===== config.mk =====
export PLATFORM = sky130hd
export DESIGN_NAME = pla_rsearch_flat
export DESIGN_NICKNAME = d
export VERILOG_FILES = /design/src/rtl/pla_rsearch_if.sv /design/src/rtl/pla_rsearch.sv /design/src/flat_wrapper.sv
export SDC_FILE = /design/constraint.sdc
export NUM_CORES = 1
export LEC_CHECK = 0
export CAP_MARGIN = 20
export CELL_PAD_IN_SITES_DETAIL_PLACEMENT = 0
export CELL_PAD_IN_SITES_GLOBAL_PLACEMENT = 1
export CORE_MARGIN = 3
export CORE_UTILIZATION = 38
export CTS_CLUSTER_DIAMETER = 50
export DETAILED_ROUTE_END_ITERATION = 8
export HOLD_SLACK_MARGIN = 0.05
export PLACE_DENSITY = 0.84
export SLEW_MARGIN = 15
export SYNTH_ARGS = -nofsm -noshare
export SYNTH_HDL_FRONTEND = slang
export SYNTH_SLANG_ARGS = --single-unit

===== constraint.sdc =====
create_clock -name Clk -period 7.3 [get_ports Clk]
set_input_delay 1.095 -clock Clk [delete_from_list [all_inputs] [get_ports Clk]]
set_output_delay 1.095 -clock Clk [all_outputs]
set_load 0.02 [all_outputs]

===== src/rtl/pla_rsearch_if.sv =====
// PLA access port seen from the search engine (master) and the PLA (slave).
// Carries the address, the clock enable and the registered PLA output word.
interface pla_rsearch_if #(
  parameter int AW = 6,
  parameter int DW = 48
);
  logic [AW-1:0] PLA_A;
  logic          PLA_CE;
  logic [DW-1:0] PLA_Q;

  modport master (output PLA_A, output PLA_CE, input  PLA_Q);
  modport slave  (input  PLA_A, input  PLA_CE, output PLA_Q);
endinterface


===== src/rtl/pla_rsearch.sv =====
// pla_rsearch: scans every PLA input code and reports the lowest address whose output matches Target under Mask.
// Build option: define PLA_RSEARCH_COUNT_ALL_EN to scan all codes and count every match instead of stopping at the first.
module pla_rsearch #(
  parameter int AW  = 6,
  parameter int DW  = 48,
  parameter int LAT = 1
) (
  input  logic          Clk,
  input  logic          Rst,
  input  logic          Start_i,
  input  logic [DW-1:0] Target_i,
  input  logic [DW-1:0] Mask_i,
  output logic          Busy_o,
  output logic          Done_o,
  output logic          Found_o,
  output logic [AW-1:0] Addr_o,
  output logic [AW:0]   Count_o,
  pla_rsearch_if.master pla
);

  typedef enum logic [1:0] {S_IDLE, S_SCAN, S_DRAIN, S_DONE} state_e;

  // Every tag stage except the one being compared this cycle.
  localparam logic [LAT-1:0] UPSTREAM = {LAT{1'b1}} >> 1;
`ifdef PLA_RSEARCH_COUNT_ALL_EN
  localparam logic [AW:0] CNT_MAX = (AW+1)'(1 << AW);
`endif

  state_e        state_q, state_d;
  logic [AW-1:0] pla_a_q, pla_a_d;
  logic          ce_q, ce_d;
  logic          busy_q, busy_d;
  logic          done_q, done_d;
  logic          found_q, found_d;
  logic [AW-1:0] addr_q, addr_d;
  logic [AW:0]   count_q, count_d;
  logic [DW-1:0] target_q, target_d;
  logic [DW-1:0] mask_q, mask_d;
  logic [LAT-1:0] tag_vld_q, tag_vld_d;
  logic [AW-1:0]  tag_addr_q [LAT];
  logic [AW-1:0]  tag_addr_d [LAT];
  logic           push;
  logic           hit;

  assign hit = ((state_q == S_SCAN) || (state_q == S_DRAIN)) && tag_vld_q[LAT-1] &&
               (((pla.PLA_Q ^ target_q) & mask_q) == '0);

  always_comb begin
    // NOTE: every next-state value gets its hold value first, so no path through this block can infer a latch.
    state_d  = state_q;
    pla_a_d  = pla_a_q;
    ce_d     = ce_q;
    busy_d   = busy_q;
    done_d   = 1'b0;
    found_d  = found_q;
    addr_d   = addr_q;
    count_d  = count_q;
    target_d = target_q;
    mask_d   = mask_q;
    push     = 1'b0;

    case (state_q)
      S_IDLE, S_DONE: begin
        state_d = S_IDLE;
        if (Start_i) begin
          target_d = Target_i;
          mask_d   = Mask_i;
          found_d  = 1'b0;
          addr_d   = '0;
          count_d  = '0;
          busy_d   = 1'b1;
          ce_d     = 1'b1;
          pla_a_d  = '0;
          state_d  = S_SCAN;
        end
      end
      S_SCAN: begin
        push    = 1'b1;
        pla_a_d = pla_a_q + AW'(1);
        if (pla_a_q == '1) begin
          ce_d    = 1'b0;
          state_d = S_DRAIN;
        end
      end
      S_DRAIN: begin
        if ((tag_vld_q & UPSTREAM) == '0) begin
          done_d  = 1'b1;
          busy_d  = 1'b0;
          state_d = S_DONE;
        end
      end
      default: state_d = S_IDLE;
    endcase

    tag_vld_d[0]  = push;
    tag_addr_d[0] = pla_a_q;
    for (int i = 1; i < LAT; i++) begin
      tag_vld_d[i]  = tag_vld_q[i-1];
      tag_addr_d[i] = tag_addr_q[i-1];
    end

    if (hit) begin
      found_d = 1'b1;
      if (!found_q) addr_d = tag_addr_q[LAT-1];
`ifdef PLA_RSEARCH_COUNT_ALL_EN
      if (count_q != CNT_MAX) count_d = count_q + (AW+1)'(1);
`else
      // First match ends the search; results still in flight are dropped.
      count_d   = (AW+1)'(1);
      tag_vld_d = '0;
      ce_d      = 1'b0;
      busy_d    = 1'b0;
      done_d    = 1'b1;
      state_d   = S_DONE;
`endif
    end
  end

  // NOTE: sequential state uses non-blocking assignments so every register samples pre-edge values.
  always_ff @(posedge Clk) begin
    if (Rst) begin
      state_q   <= S_IDLE;
      pla_a_q   <= '0;
      ce_q      <= 1'b0;
      busy_q    <= 1'b0;
      done_q    <= 1'b0;
      found_q   <= 1'b0;
      addr_q    <= '0;
      count_q   <= '0;
      tag_vld_q <= '0;
    end else begin
      state_q   <= state_d;
      pla_a_q   <= pla_a_d;
      ce_q      <= ce_d;
      busy_q    <= busy_d;
      done_q    <= done_d;
      found_q   <= found_d;
      addr_q    <= addr_d;
      count_q   <= count_d;
      tag_vld_q <= tag_vld_d;
    end
  end

  // NOTE: data-only storage is left unreset; the valid bits and the FSM decide when it is looked at.
  always_ff @(posedge Clk) begin
    target_q   <= target_d;
    mask_q     <= mask_d;
    tag_addr_q <= tag_addr_d;
  end

  assign Busy_o     = busy_q;
  assign Done_o     = done_q;
  assign Found_o    = found_q;
  assign Addr_o     = addr_q;
  assign Count_o    = count_q;
  assign pla.PLA_A  = pla_a_q;
  assign pla.PLA_CE = ce_q;

endmodule


===== src/flat_wrapper.sv =====
// flat-port wrapper written by rule: the top's interface ports become plain ports
module pla_rsearch_flat 
#(
  parameter int AW  = 6,
  parameter int DW  = 48,
  parameter int LAT = 1
)
  (Clk, Rst, Start_i, Target_i, Mask_i, Busy_o, Done_o, Found_o, Addr_o, Count_o, pla_PLA_A, pla_PLA_CE, pla_PLA_Q);
  pla_rsearch_if #(.AW(AW), .DW(DW)) pla_i ();
  input  logic Clk;
  input  logic Rst;
  input  logic Start_i;
  input  logic [DW-1:0] Target_i;
  input  logic [DW-1:0] Mask_i;
  output logic Busy_o;
  output logic Done_o;
  output logic Found_o;
  output logic [AW-1:0] Addr_o;
  output logic [AW:0] Count_o;
  output wire logic [$bits(pla_i.PLA_A)-1:0] pla_PLA_A;
  output wire logic [$bits(pla_i.PLA_CE)-1:0] pla_PLA_CE;
  input wire logic [$bits(pla_i.PLA_Q)-1:0] pla_PLA_Q;
  assign pla_PLA_A = pla_i.PLA_A;
  assign pla_PLA_CE = pla_i.PLA_CE;
  assign pla_i.PLA_Q = pla_PLA_Q;
  pla_rsearch #(.AW(AW), .DW(DW), .LAT(LAT)) u_core (.Clk(Clk), .Rst(Rst), .Start_i(Start_i), .Target_i(Target_i), .Mask_i(Mask_i), .Busy_o(Busy_o), .Done_o(Done_o), .Found_o(Found_o), .Addr_o(Addr_o), .Count_o(Count_o), .pla(pla_i));
endmodule

# Word level (Yosys, flattened, before mapping)
# Cells that the tools add are included.
[word_totals]
elab_cells = 61
inputBits = 147
out_inout_bits = 23
regBits = 122
[classes]
n_reduce_logical = 16
eq_ne = 7
addsub = 1
n_mux = 23
n_bitwise = 2
[ops]
columns = ["operator", "count"]
rows = [
  ["48-bit bitwise AND", 1],
  ["48-bit logical NOT", 1],
  ["48-bit bitwise XOR", 1],
  ["6-bit 2-to-1 mux", 5],
  ["1-bit 2-to-1 mux", 12],
  ["6-bit case mux with 2 select lines", 1],
  ["2-bit AND reduction", 4],
  ["2-bit nonzero test", 4],
  ["6-bit by 1-bit adder with 6-bit output (second input constant)", 1],
  ["6-bit == test (second input constant)", 1],
  ["2-bit case mux with 3 select lines", 1],
  ["2-bit == test (second input constant)", 2],
  ["2-bit 2-to-1 mux", 2],
  ["2-bit != test (second input constant)", 2],
  ["1-bit case mux with 2 select lines", 2],
  ["2-bit OR reduction", 2],
  ["3-bit by 2-bit != test with 1-bit output (second input constant)", 1],
  ["3-bit AND reduction", 1],
  ["2-bit by 1-bit == test with 1-bit output (second input constant)", 1],
  ["1-bit logical AND", 2],
  ["2-bit logical NOT", 1],
  ["1-bit logical OR", 1],
]

# Logic depth before layout (Yosys ltp)
[logic_depth]
word_depth = 6
depth_mapped = 8
mapped_depth_nobuf = 8

# Worst setup path before layout
# OpenSTA, ideal clock, no wires.
[synth_timing]
kind = "input to register"
startpoint = "input Start_i"
endpoint = "register u_core.mask_q[0], enable pin"
arrival_time_ps = 3236
stages = 3
path_slack_ps = 3615
n_path_buf = 1
required_ps = 6851
setup_time_ps = 449
cell_sequence = "nand2_1 > clkbuf_1 > inv_1"
[synth_via]
elab_chain_len = 1
[synth_rtl]
columns = ["element", "line_no", "text"]
rows = [
  ["from (decl)", "flat_wrapper.sv:12", "input logic Start_i;"],
  ["2-bit AND reduction (no source line)", "--", ""],
  ["to (signal assigned)", "pla_rsearch.sv:147", "mask_q <= mask_d;"],
  ["to (decl)", "pla_rsearch.sv:38", "logic [DW-1:0] mask_q, mask_d;"],
]
# Every way passes these cells.
# A chain may end at the register's enable or synchronous reset.

# Final worst setup path
[layout_timing]
startpoint = "input pla_PLA_Q[22]"
endpoint = "register u_core.state_q[1]"
[layout_via]
elab_chain_len = 5
word_cells_on_any_way = 6
cone_classes = "eq/ne (1); mux (1); bitwise (2); reduce/logical (2)"
[layout_rtl]
columns = ["element", "line_no", "text"]
rows = [
  ["from (decl)", "flat_wrapper.sv:22", "input wire logic [$bits(pla_i.PLA_Q)-1:0] pla_PLA_Q;"],
  ["48-bit bitwise XOR *", "pla_rsearch.sv:46", "(((pla.PLA_Q ^ target_q) & mask_q) == '0);"],
  ["48-bit bitwise AND *", "pla_rsearch.sv:46", ""],
  ["48-bit logical NOT *", "pla_rsearch.sv:46", ""],
  ["1-bit logical AND *", "pla_rsearch.sv:45", "assign hit = ((state_q == S_SCAN) || (state_q == S_DRAIN)) && tag_vld_q[LAT-1] &&"],
  ["3-bit by 2-bit != test with 1-bit output (no source line) or 2-bit 2-to-1 mux (tied branches)", "--", ""],
  ["to (signal assigned)", "pla_rsearch.sv:132", "state_q <= state_d;"],
  ["to (decl)", "pla_rsearch.sv:29", "state_e state_q, state_d;"],
]
# Every way passes the cells marked *; elsewhere a longest branch is shown, timed or not.

==> metrics.csv <==
metric;value;unit
status;completed;
clk_pin_slew;0.05;ns
syn_avg_cell_area;15.7;µm²
area_growth;50.4;%
io_pins;170;
grt_antenna_before_repair;0;
die_h;116;µm
cellPowerDensity;312;mW/mm²
grt_max_degree;97;
switchingPower;0.571;mW
drv_cap;0;
timing.fmax;343;MHz
slowest_delay;0.64;ns
cts_hold_buf;0;
synth.area.top_cells;edfxtp_1 (63%), dfxtp_1 (11%), xor2_1 (9.7%), a22oi_1 (3.9%), nand4_1 (1.8%);
fillCellCount;924;
end_kind;register;
slowest_stage;nor4_4;
start_util;39.7;%
relSlewSlack;40.9;%
met2_usage;25.7;%
critical_path_buf_inv_count;1;
critPathRequiredTime;7.58;ns
grt.overflow.total;0;
whs_path_depth;0;
seq_area_frac_synth;73.4;%
drt_iter0_markers;164;
use_met1;16.4;%
design.core.area;0.0116;mm²
seq_power_share;46.6;%
rows;39;
min_period;2.91;ns
power;2.16;mW
netlist.area_leader.share;62.6;%
hold_viol_final;0;
intPower;1.59;mW
grt_pass1_wl;15100;µm
drt_first_pass_iters;5;
critPathLaunchType;input pin;
r2r.worst_path.cells;5;
synth.largest_area_cell;edfxtp_1;
syn_inst;294;
fin_setup_tns;0;ns
antenna_left;0;
fin_crit_sh;39.9;%
routed_wl;9880;µm
netlist_area;0.00461;mm²
p_sw_share;26.4;%
insertion_delay;0.40;ns
post_cts_buffers;0;
die_area;0.0135;mm²
criticalPathCategory;in2reg;
wl_per_cell;15.8;µm
path_depth;7;
layout-drive-gt1-share;7.66;%
diodes;0;
yosysWarnings;0;
worst_pin_slew;0.886;ns
top_usage_layer;met2;
vdd_drop_max;0.141;mV
min_path_type;reg2reg;
first_global_vias;3123;
num_vias;2937;
avgViaCountPerCell;4.69;
drc_errors;0;
grt_use_total;15.1;%
cp_cell_sequence;clkdlybuf4s50_1 > xor2_1 > a22oi_1 > nand4_1 > nor4_4 > a21oi_2 > mux2_4;
place_hpwl;7500;µm
ys_seq_elements;121;
cts-htree-levels;4;
setup_viol;0;
critPathTopFamily;simple AND/OR/NAND/NOR gates;
place_congestion;0.758;
cts_made_buffers;17;
slew_viol_final;0;
grt_setup_unrepaired;false;
clock_skew;0.00922;ns
use_met3;7.05;%
pwr-share-clk;35.3;%
worst_ep_arrival_time;3.20;ns
post_cts_resized;0;
die-width;116;µm
comb_power_share;18.1;%
leakage;2.47;nW
port_buffers;163;
path_max_fanout;10;
clock-sinks;121;
fin_nets;620;
cts_tree;yes;
root_buffer;clkbuf_16;
ys_types;30;
cts.path.max_buffers;2;
## per-layer routing
metal,vias up,part of all wire (%)
li1,1458,-
met1,1351,37
met2,118,53
met3,10,8.9
met4,0,1.3
met5,-,0
## logic make-up after synthesis
logic type               after synthesis  synth area share [%]
XOR/XNOR                              52                  9.89
adder cells (fa/ha/maj)                3                 0.815
AO/OA/AOI/OAI                         50                  7.39
AND/OR/NAND/NOR                       45                  5.62
other                                  1                0.0814
buffers and inverters                 20                  2.23
multiplexers                           2                 0.543
flip-flops                           121                  73.4
## sequential cells by signal, indices dropped and copies added, names as in the netlist
register,cells
u_core.mask_q,48
u_core.target_q,48
u_core.Addr_o,6
u_core.pla.PLA_A,6
u_core.tag_addr_q,6
u_core.state_q,2
u_core.Busy_o,1
u_core.Done_o,1
u_core.Found_o,1
u_core.pla.PLA_CE,1
u_core.tag_vld_q,1
## power groups by stage
stage | registers (mW) | clock network (mW) | logic [mW]
after floorplan | 1.03 | 0 | 0.226
after global placement | 1.01 | 0 | 0.385
after detailed placement | 1.02 | 0 | 0.394
after CTS | 1.01 | 0.780 | 0.396
after global routing | 1.02 | 0.815 | 0.433
final | 1.01 | 0.764 | 0.391
## through the flow
stage          instances  utilization [%]  area (µm²)  worst slack, ns  hold slack (ns)
6_report             626             59.7        6930             4.39            0.420
2_1_floorplan        299                -        4630             3.61            0.453
5_1_grt              626             59.7        6930             4.24            0.431
4_1_cts              626             59.6        6930             4.39            0.422
3_3_place_gp         594             54.9        6370             4.01            0.412
3_5_place_dp         594             54.9        6370             3.97            0.409
## synthesized netlist by cell type, drive strengths merged
cell and n:
conb 1, a22oi 24, o211ai 6, ha 3, mux2 1, dfxtp 25, nor4 2, nand2 11
clkbuf 4, nor2 9, xor2 51, a211oi 2, a21oi 13, inv 8, nor3 1, xnor2 1
and3 1, mux2i 1, a21boi 1, o21ai 2, nand3 5, edfxtp 96, o22ai 1, or4 2
o21bai 1, buf 8, nand4 13, and3b 1
## placed cells by master (no fill, tap or decap), types with 2 or more instances in the layout
master / count
nand3_1: 5
nor4_4: 2
dfxtp_1: 25
clkinvlp_4: 6
clkinv_2: 4
a22oi_1: 24
o21ai_0: 2
clkdlybuf4s50_1: 163
inv_6: 2
o211ai_1: 6
edfxtp_1: 96
nand4_1: 13
ha_1: 3
clkinv_4: 2
a211oi_1: 2
clkbuf_16: 17
xor2_1: 51
a21oi_1: 12
conb_1: 6
nand2_1: 11
nor2_1: 9
or4_1: 2
inv_1: 7
## cell type report
class                           instances  area [µm²]  share of cell area (%)
Sequential cell                       121        3380                    48.8
Timing Repair Buffer                  164        1640                    23.7
Multi-Input combinational cell        158        1140                    16.4
Clock buffer                           17         425                    6.14
Tap cell                              143         179                    2.58
Clock inverter                         15         129                    1.86
Inverter                                8        31.3                   0.451
## worst register-to-register path, cell delays in order, from the launching register on
cell	delay, ns
dfxtp_1	0.35
inv_1	0.05
ha_1	0.39
nand2_1	0.32
clkinv_2	0.12
buf_6	0.59
## path summary, 6_finish.rpt
| path | to | slack (ns) | from |
|---|---|---|---|
| worst min-delay path | u_core.tag_addr_q[5] | 0.42 | u_core.pla.PLA_A[5] |
| worst min register to register | u_core.tag_addr_q[5] | 0.42 | u_core.pla.PLA_A[5] |
| worst max register to register | u_core.target_q[31] | 4.95 | u_core.state_q[0] |
| worst max-delay path | u_core.state_q[1] | 4.39 | pla_PLA_Q[22] |
Power figures use the tool's default switching activity.
